### src/rtl/riio_pwr_seq_pkg.sv
// Shared types and parameter helpers for the pad-ring power sequencer.
package riio_pwr_seq_pkg;

  typedef enum logic [3:0] {
    OFF,
    UP_EN,
    UP_WAIT,
    ISO_REL,
    ON,
    ISO_SET,
    DN_DIS,
    DN_WAIT,
    ERR
  } state_e;

  localparam int N_GRP_MAX = 16;

  function automatic int GRP_IDX_W(input int n_grp);
    return (n_grp > 1) ? $clog2(n_grp) : 1;
  endfunction

  function automatic bit params_ok(input int n_grp, input int settle_cyc,
                                   input int timeout_cyc, input int sync_stages);
    return (n_grp >= 1) && (n_grp <= N_GRP_MAX) && (settle_cyc >= 1) &&
           (timeout_cyc > settle_cyc) && (sync_stages >= 2);
  endfunction

endpackage

### src/rtl/riio_sync_cell.sv
// Multi-flop synchroniser for asynchronous level inputs; resets to 0.
module riio_sync_cell #(
  parameter int W      = 1,
  parameter int STAGES = 2
) (
  input  logic         clk,
  input  logic         rst,
  input  logic [W-1:0] d_i,
  output logic [W-1:0] q_o
);

  logic [W-1:0] sync_q [STAGES];

  always_ff @(posedge clk or posedge rst) begin
    if (rst) begin
      for (int i = 0; i < STAGES; i++) sync_q[i] <= '0;
    end else begin
      sync_q[0] <= d_i;
      for (int i = 1; i < STAGES; i++) sync_q[i] <= sync_q[i-1];
    end
  end

  assign q_o = sync_q[STAGES-1];

endmodule

### src/rtl/riio_pad_pwr_seq.sv
// Pad-ring supply-group power sequencer; optional isolation phases with RIIO_PWR_SEQ_ISO_EN.
//  state   | meaning
//  OFF     | all groups off, waiting for req_on
//  UP_EN   | close switch of group idx
//  UP_WAIT | settle, then wait for pg of group idx high
//  ISO_REL | release isolation of group idx (iso build only)
//  ON      | all groups on and good, watching for pg loss
//  ISO_SET | clamp isolation of group idx (iso build only)
//  DN_DIS  | open switch of group idx
//  DN_WAIT | settle, then wait for pg of group idx low
//  ERR     | emergency off, waiting for req_on low
module riio_pad_pwr_seq
  import riio_pwr_seq_pkg::*;
#(
  parameter int N_GRP       = 4,
  parameter int SETTLE_CYC  = 16,
  parameter int TIMEOUT_CYC = 1024,
  parameter int SYNC_STAGES = 2
) (
  input  logic                         clk,
  input  logic                         rst,
  input  logic                         req_on,
  input  logic [N_GRP-1:0]             pg_i,
  output logic [N_GRP-1:0]             sw_en_o,
`ifdef RIIO_PWR_SEQ_ISO_EN
  output logic [N_GRP-1:0]             iso_o,
`endif
  output logic                         busy_o,
  output logic                         ready_o,
  output logic                         err_o,
  output logic [GRP_IDX_W(N_GRP)-1:0]  err_grp_o
);

  localparam int IW = GRP_IDX_W(N_GRP);
  localparam int TW = $clog2(TIMEOUT_CYC + 1);
  localparam logic [IW-1:0] LAST_IDX = IW'(N_GRP - 1);
  // Remaining-cycle value at which SETTLE_CYC-1 cycles have elapsed since the switch edge.
  localparam logic [TW-1:0] SETTLE_TC = TW'(TIMEOUT_CYC - SETTLE_CYC + 1);

`ifdef RIIO_PWR_SEQ_ISO_EN
  localparam state_e DN_ENTRY = ISO_SET;
`else
  localparam state_e DN_ENTRY = DN_DIS;
`endif

  if (!params_ok(N_GRP, SETTLE_CYC, TIMEOUT_CYC, SYNC_STAGES)) begin : g_param_chk
    $error("riio_pad_pwr_seq: parameter out of range");
  end

  state_e           state_q;
  logic [IW-1:0]    idx_q;
  logic [N_GRP-1:0] sw_en_q;
  logic             busy_q;
  logic             ready_q;
  logic             err_q;
  logic [IW-1:0]    err_grp_q;
  logic             req_q;
  logic [TW-1:0]    tmr_q;
  logic [N_GRP-1:0] pg_s;
  logic             settle_done;
  logic             tmo;
`ifdef RIIO_PWR_SEQ_ISO_EN
  logic [N_GRP-1:0] iso_q;
`endif

  riio_sync_cell #(
    .W      (N_GRP),
    .STAGES (SYNC_STAGES)
  ) u_pg_sync (
    .clk (clk),
    .rst (rst),
    .d_i (pg_i),
    .q_o (pg_s)
  );

  function automatic logic [IW-1:0] lowest_low(input logic [N_GRP-1:0] v);
    logic [IW-1:0] r;
    r = '0;
    for (int i = N_GRP - 1; i >= 0; i--) begin
      if (!v[i]) r = IW'(i);
    end
    return r;
  endfunction

  // Down-counter reloaded on every switch edge; holds at zero once the timeout has passed.
  always_ff @(posedge clk or posedge rst) begin
    if (rst) begin
      tmr_q <= '0;
    end else if (state_q == UP_EN || state_q == DN_DIS) begin
      tmr_q <= TW'(TIMEOUT_CYC);
    end else if (tmr_q != '0) begin
      tmr_q <= tmr_q - TW'(1);
    end
  end

  assign settle_done = (tmr_q <= SETTLE_TC);
  assign tmo         = (tmr_q == TW'(1));

  always_ff @(posedge clk or posedge rst) begin
    if (rst) begin
      state_q   <= OFF;
      idx_q     <= '0;
      sw_en_q   <= '0;
      busy_q    <= 1'b0;
      ready_q   <= 1'b0;
      err_q     <= 1'b0;
      err_grp_q <= '0;
      req_q     <= 1'b0;
`ifdef RIIO_PWR_SEQ_ISO_EN
      iso_q     <= '1;
`endif
    end else begin
      req_q <= req_on;
      case (state_q)
        OFF: begin
          if (req_q) begin
            state_q <= UP_EN;
            idx_q   <= '0;
            busy_q  <= 1'b1;
          end
        end
        UP_EN: begin
          if (!req_q) begin
            state_q <= DN_ENTRY;
          end else begin
            sw_en_q[idx_q] <= 1'b1;
            state_q        <= UP_WAIT;
          end
        end
        UP_WAIT: begin
          if (!req_q) begin
            state_q <= DN_ENTRY;
          end else if (settle_done && pg_s[idx_q]) begin
`ifdef RIIO_PWR_SEQ_ISO_EN
            state_q <= ISO_REL;
`else
            if (idx_q == LAST_IDX) begin
              state_q <= ON;
              busy_q  <= 1'b0;
              ready_q <= 1'b1;
            end else begin
              idx_q   <= idx_q + IW'(1);
              state_q <= UP_EN;
            end
`endif
          end else if (tmo) begin
            state_q   <= ERR;
            sw_en_q   <= '0;
            busy_q    <= 1'b0;
            err_q     <= 1'b1;
            err_grp_q <= idx_q;
`ifdef RIIO_PWR_SEQ_ISO_EN
            iso_q     <= '1;
`endif
          end
        end
`ifdef RIIO_PWR_SEQ_ISO_EN
        ISO_REL: begin
          if (!req_q) begin
            state_q <= ISO_SET;
          end else begin
            iso_q[idx_q] <= 1'b0;
            if (idx_q == LAST_IDX) begin
              state_q <= ON;
              busy_q  <= 1'b0;
              ready_q <= 1'b1;
            end else begin
              idx_q   <= idx_q + IW'(1);
              state_q <= UP_EN;
            end
          end
        end
        ISO_SET: begin
          iso_q[idx_q] <= 1'b1;
          state_q      <= DN_DIS;
        end
`endif
        ON: begin
          if (!req_q) begin
            state_q <= DN_ENTRY;
            idx_q   <= LAST_IDX;
            busy_q  <= 1'b1;
            ready_q <= 1'b0;
          end else if (~&pg_s) begin
            state_q   <= ERR;
            sw_en_q   <= '0;
            ready_q   <= 1'b0;
            err_q     <= 1'b1;
            err_grp_q <= lowest_low(pg_s);
`ifdef RIIO_PWR_SEQ_ISO_EN
            iso_q     <= '1;
`endif
          end
        end
        DN_DIS: begin
          sw_en_q[idx_q] <= 1'b0;
          state_q        <= DN_WAIT;
        end
        DN_WAIT: begin
          if (settle_done && !pg_s[idx_q]) begin
            if (idx_q == '0) begin
              state_q <= OFF;
              busy_q  <= 1'b0;
            end else begin
              idx_q   <= idx_q - IW'(1);
              state_q <= DN_ENTRY;
            end
          end else if (tmo) begin
            state_q   <= ERR;
            sw_en_q   <= '0;
            busy_q    <= 1'b0;
            err_q     <= 1'b1;
            err_grp_q <= idx_q;
`ifdef RIIO_PWR_SEQ_ISO_EN
            iso_q     <= '1;
`endif
          end
        end
        ERR: begin
          if (!req_q) begin
            state_q <= OFF;
            err_q   <= 1'b0;
          end
        end
        default: begin
          state_q <= OFF;
        end
      endcase
    end
  end

  assign sw_en_o   = sw_en_q;
  assign busy_o    = busy_q;
  assign ready_o   = ready_q;
  assign err_o     = err_q;
  assign err_grp_o = err_grp_q;
`ifdef RIIO_PWR_SEQ_ISO_EN
  assign iso_o     = iso_q;
`endif

endmodule

### config.mk
export PLATFORM = sky130hd
export DESIGN_NAME = riio_pad_pwr_seq
export DESIGN_NICKNAME = d
export VERILOG_FILES = /design/src/rtl/riio_pwr_seq_pkg.sv /design/src/rtl/riio_sync_cell.sv /design/src/rtl/riio_pad_pwr_seq.sv
export SDC_FILE = /design/constraint.sdc
export NUM_CORES = 1
export LEC_CHECK = 0
export CAP_MARGIN = 20
export CORE_MARGIN = 1
export CORE_UTILIZATION = 50
export CTS_CLUSTER_SIZE = 10
export DETAILED_ROUTE_END_ITERATION = 10
export PLACE_DENSITY = 0.79
export SLEW_MARGIN = 5
export SYNTH_ARGS = -nofsm -noshare
export SYNTH_HDL_FRONTEND = slang
export SYNTH_SLANG_ARGS = --single-unit
### constraint.sdc
create_clock -name clk -period 3.01 [get_ports clk]
set_input_delay 0.602 -clock clk [delete_from_list [all_inputs] [get_ports clk]]
set_output_delay 0.602 -clock clk [all_outputs]
set_load 0.01 [all_outputs]
Word level (Yosys, flattened, before mapping)

Index checks and enable logic that the tools add are counted.

Flip-flop bits (word level): 35
Input bits: 7
Output and inout port bits: 9
Word-level logic and storage cells: 135

$add $sub $neg: 3
$lt $le $gt $ge: 3
Eq/ne operators: 25
Mux-type cells: 68
Bitwise logic cells: 3
Reduce and logical (&&, ||, !) cells: 22

Operators with widths:

| operator                                                                | number |
|---|---|
| 4-bit two-way mux                                                       | 15 |
| 2-bit two-way mux                                                       | 17 |
| 2-bit inequality test, second input constant                            | 14 |
| 4-bit one-hot mux with 7 select lines                                   | 1 |
| 1-bit two-way mux                                                       | 22 |
| 11-bit two-way mux                                                      | 2 |
| 4-bit one-hot mux with 5 select lines                                   | 1 |
| 7-bit AND reduction                                                     | 2 |
| 4-bit by 3-bit equality test with 1-bit output, second input constant   | 3 |
| 6-bit AND reduction                                                     | 2 |
| 11-bit by 1-bit equality test with 1-bit output, second input constant  | 1 |
| 11-bit by 10-bit <= comparator with 1-bit output, second input constant | 1 |
| 11-bit nonzero test                                                     | 1 |
| 11-bit by 1-bit subtractor with 11-bit output, second input constant    | 1 |
| 3-bit two-way mux                                                       | 3 |
| 3-bit inequality test, second input constant                            | 3 |
| 1-bit one-hot mux with 4 select lines                                   | 2 |
| 2-bit one-hot mux with 4 select lines                                   | 1 |
| 8-bit AND reduction                                                     | 1 |
| 4-bit nonzero test                                                      | 2 |
| 2-bit one-hot mux with 3 select lines                                   | 1 |
| 5-bit AND reduction                                                     | 1 |
| 5-bit nonzero test                                                      | 1 |
| 4-bit bitwise AND                                                       | 1 |
| 22 further kinds                                                        | 25 |

Longest topological paths before layout

Depth after elaboration: 7
Gate-level depth with buffers: 8
Gate-level depth less buffers: 7

Hierarchy

Synthesis repeated with hierarchy kept, for this count alone.

Cell total of the unflattened synthesis: 235
Area total of the unflattened synthesis: 2,119.5 um^2

Modules (own cells, without submodules):

| module           | instances | cells each | area each (um^2) | seq. area each (um^2) |
|---|---|---|---|---|
| riio_pad_pwr_seq | 1         | 222        | 1,885.6          | 675.6 |
| riio_sync_cell   | 1         | 13         | 234.0            | 200.2 |

Worst setup path after synthesis

No wires, ideal clock.

Kind: reg-to-reg
From: register tmr_q[1]
To: register err_grp_q[0] (netlist: err_grp_o[0])
Setup time: 128 ps
Arrival: 1,935 ps
Required time: 2,882 ps
Setup slack: 947 ps
Cell stages (with the launch flop): 8
Buffers on the path: 0
Clock period less this slack: 2,063 ps
Path through: dfrtp_1 -> inv_1 -> ha_1 -> o21bai_1 -> a211oi_2 -> nor3_1 -> a2111oi_4 -> mux2_1

Longest elaborated chain between the ends: 5
Elaborated cells between the ends (all ways): 12
Those cells by class: order compare: 1; eq/ne: 3; mux: 5; reduce/logical: 3

Ends and longest elaborated chain:

| what                                                                                     | RTL line                | RTL |
|---|---|---|
| start, declared                                                                          | riio_pad_pwr_seq.sv:58  | `logic [TW-1:0] tmr_q;` |
| start signal, assigned                                                                   | riio_pad_pwr_seq.sv:90  | `tmr_q <= TW'(TIMEOUT_CYC);` |
| start signal, assigned                                                                   | riio_pad_pwr_seq.sv:92  | `tmr_q <= tmr_q - TW'(1);` |
| branches (longest 5 deep; another with 11-bit by 10-bit <= comparator with 1-bit output) | -                       |  |
| end signal, assigned                                                                     | riio_pad_pwr_seq.sv:151 | `err_grp_q <= idx_q;` |
| end signal, assigned                                                                     | riio_pad_pwr_seq.sv:189 | `err_grp_q <= lowest_low(pg_s);` |
| end signal, assigned                                                                     | riio_pad_pwr_seq.sv:213 | `err_grp_q <= idx_q;` |
| end, declared                                                                            | riio_pad_pwr_seq.sv:56  | `logic [IW-1:0] err_grp_q;` |

Several ways; the timed one is not identified. The select of a mux whose other input is x is not followed.
A chain may end at the register's enable or synchronous reset.

Worst setup path after layout

From: register state_q[0]
To: register err_grp_q[1] (netlist: err_grp_o[1])

Longest elaborated chain between the ends: 3
Elaborated cells between the ends (all ways): 11
Those cells by class: eq/ne: 8; mux: 1; reduce/logical: 2

Ends and longest elaborated chain:

| what                                                                                                                    | RTL line                | RTL |
|---|---|---|
| start, declared                                                                                                         | riio_pad_pwr_seq.sv:50  | `state_e state_q;` |
| start signal, assigned                                                                                                  | riio_pad_pwr_seq.sv:101 | `state_q <= OFF;` |
| start signal, assigned                                                                                                  | riio_pad_pwr_seq.sv:117 | `state_q <= UP_EN;` |
| start signal, assigned                                                                                                  | riio_pad_pwr_seq.sv:124 | `state_q <= DN_ENTRY;` |
| 4-bit by 3-bit equality test with 1-bit output / 4-bit by 2-bit equality test with 1-bit output (equally long branches) | riio_pad_pwr_seq.sv:114 | `case (state_q)` |
| 2-bit inequality test (no line) / 3-bit nonzero test (equally long branches)                                            | -                       |  |
| 6-bit AND reduction (no line)                                                                                           | -                       |  |

Several ways; a longest one is shown, not always the timed one.

==> results.cfg <==
[worst_setup_path]
crit_required_ns = 3.19
cp-end-kind = register
path_cells = inv_1 > nand3_1 > o21ai_1 > a2111oi_4 > mux2_1
critical_path.top_delay_family = flip-flops
crit_fanout = 16
crit_buf_inv = 1
crit_path_start_kind = register
cp.arrival_ns = 2.50
crit_type = register to register
reg2reg_depth = 5
cp_slowest_cell = dfrtp_1
cp.depth = 5
cp_slowest_stage_delay_ns = 0.66

[global_route]
grt_start_max_net_pins = 36
grt-ovfl-total = 0
antenna_found_initial = 0
first_global_vias = 1685
grt_pass1_wl_um = 7797
grtUsageTotal = 0.2368

[power]
seq_power_share = 0.341
p_int_mw = 1.474
switchingPower_mw = 1.163
p_clk_frac = 0.165
p_sw_frac = 0.4412
combPwrFrac = 0.494
max-vdd-ir-drop_v = 0.0005314
power_density_mw_per_mm2 = 1103
power.leakage_nw = 0.9455

[cts]
insertion_delay_ns = 0.29
cts_resized = 0
clockBufferDepth = 2
postCtsSetupBuffers = 0
cts_buffers = 5
clk_pin_slew_worst_paths_ns = 0.08
clockRootBuffer = clkbuf_8
numClockSinks = 35
cts_hold_buf = 0
htreeDepth = 2
cts_tree = built

[yosys]
synth_nets = 235
ys.warnings.count = 0
ys_ff_latch = 35
synth_edf_count = 0
syn-cell-area_mm2 = 0.002093
ys_async_sr_fraction = 1.000
synth_cell_type_count = 58
ys_seq_area_frac = 0.4184
synth_ff_type = dfrtp_1
avgSynthCellArea_um2 = 9.303
synthCells = 225

[drt]
drc = 0
wl_per_cell_um = 15.53
antenna_left = 0
drtIter0Drc = 151
drtPass1Iterations = 4
route.final.wire_length_um = 4504
via_per_inst = 6.069
vias = 1760

[sta]
min_period_over_period = 0.7701
slew-limit-headroom = 0.4291
max_slew.worst_pin.slew_ns = 0.8456
fmax_mhz = 431.4
slew_viol_final = 0
hold_viol = 0
min_period_ns = 2.318
setup_viol = 0
rsz0062_at_grt = false
tns_ns = 0
fin_skew_ns = 0.007446

[cells_and_area]
fin_nets = 249
final_cell_mix = dfrtp_1, nor2_1, clkdlybuf4s50_1
num_antenna_cells = 0
mostFrequentLayoutCell = dfrtp_1
utilization = 0.5974
area_growth_pct = 14.17
finalNonFillerCells = 290
drive_gt1_frac = 0.09167

[floorplanning]
die_w_um = 66.71
die_area_mm2 = 0.004450
start_util = 0.5233
num_rows = 23
coreArea_mm2 = 0.004000
die_h_um = 66.71
ios = 16

[placed_design]
routabilityCongestion = 0.9220
place_hpwl_um = 3210
dp_cells = 282
port_buffers = 15

[hold_path]
hold-path-cell-count = 0
min_path_type = register to register

[flow_run]
cap_violations = 0

[run_status]
status = completed
[synthesized netlist by cell type, drive strengths merged (2+ instances only)]
master,instances,area (um2)
dfrtp,35,875.8
nor2,28,105.1
o21ai,14,70.06
inv,13,48.80
nand3,13,65.06
nand2,11,41.29
a21oi,10,50.05
nand4,7,43.79
a31oi,6,37.54
clkbuf,6,22.52
nand2b,6,37.54
xnor2,6,52.55
buf,5,32.53
nor4,5,58.80
nor3,4,20.02
a211oi,3,27.52
ha,3,37.54
nor4b,3,41.29
o211ai,3,22.52
o21bai,3,22.52
o311ai,3,26.28
xor2,3,26.28
a21o,2,15.01
a31o,2,17.52
mux2,2,22.52
mux2i,2,20.02
nand3b,2,15.01
nor2b,2,12.51
o31ai,2,15.01
or3,2,12.51
or3b,2,17.52
[path summary, 6_finish.rpt]
kind,end,startpoint,slack [ns]
min in group asynchronous,tmr_q[9],rst,0.72
setup reg to reg,err_grp_o[1],state_q[0],0.69
setup / recovery,err_grp_o[1],state_q[0],0.69
hold / removal,u_pg_sync.q_o[3],u_pg_sync.sync_q[7],0.35
hold reg to reg,u_pg_sync.q_o[3],u_pg_sync.sync_q[7],0.35
max in group asynchronous,idx_q[0],rst,1.98
[per-layer routing]
layer  vias up  part of all wire  GRT usage
li1        851                 -          -
met1       834              0.44     0.3042
met2        67              0.49     0.3737
met3         8             0.059    0.05822
met4         0             0.014     0.1090
met5         -                 0          0
[power groups by stage]
stage | clock (mW) | combinational (mW) | sequential, mW
final | 0.434 | 1.30 | 0.900
after global placement | 0 | 1.27 | 0.889
after detailed placement | 0 | 1.29 | 0.899
after global routing | 0.466 | 1.45 | 0.931
after CTS | 0.446 | 1.30 | 0.893
after floorplan | 0 | 1.04 | 0.790
[state kept, by name (all words and copies together) (netlist names)]
register and count:
err_grp_o 2, tmr_q 11, busy_o 1, sw_en_o 4, u_pg_sync.sync_q 4, err_o 1, req_q 1, ready_o 1
state_q 4, u_pg_sync.q_o 4, idx_q 2
[cells by family after synthesis]
group,count (synthesis),synth area share
simple gates,91,0.2487
mux,5,0.03108
flops,35,0.4184
xor+xnor,9,0.03766
buf+inv,24,0.04961
fa+ha+maj,3,0.01793
compound gates,58,0.1967
[cell type report]
cell class                      instances  area (um2)
Fill cell                             320        1610
Multi-Input combinational cell        166        1114
Clock buffer                            5       68.82
Timing Repair Buffer                   18       172.7
Clock inverter                          3       47.55
Inverter                               13       48.80
Tap cell                               50       62.56
Sequential cell                        35       875.8
[per-stage QoR]
| step | power [mW] | worst slack [ns] | cell area, um2 | hold WS, ns |
|---|---|---|---|---|
| after floorplan | 1.829 | 0.9475 | 2093 | 0.3312 |
| after global placement | 2.159 | 0.8062 | 2273 | 0.3340 |
| after detailed placement | 2.189 | 0.7216 | 2273 | 0.3355 |
| after CTS | 2.637 | 0.6962 | 2390 | 0.3480 |
| after global routing | 2.851 | 0.4934 | 2390 | 0.3604 |
| final | 2.637 | 0.6921 | 2390 | 0.3463 |
[worst register-to-register path: cells and delay by family, from the launching register on]
family / cells / cell delay (ns)
buf+inv: 1 / 0.23
simple gates: 1 / 0.36
compound gates: 2 / 0.60
mux: 1 / 0.36
flops: 1 / 0.66
Power figures use the tool's default switching activity.
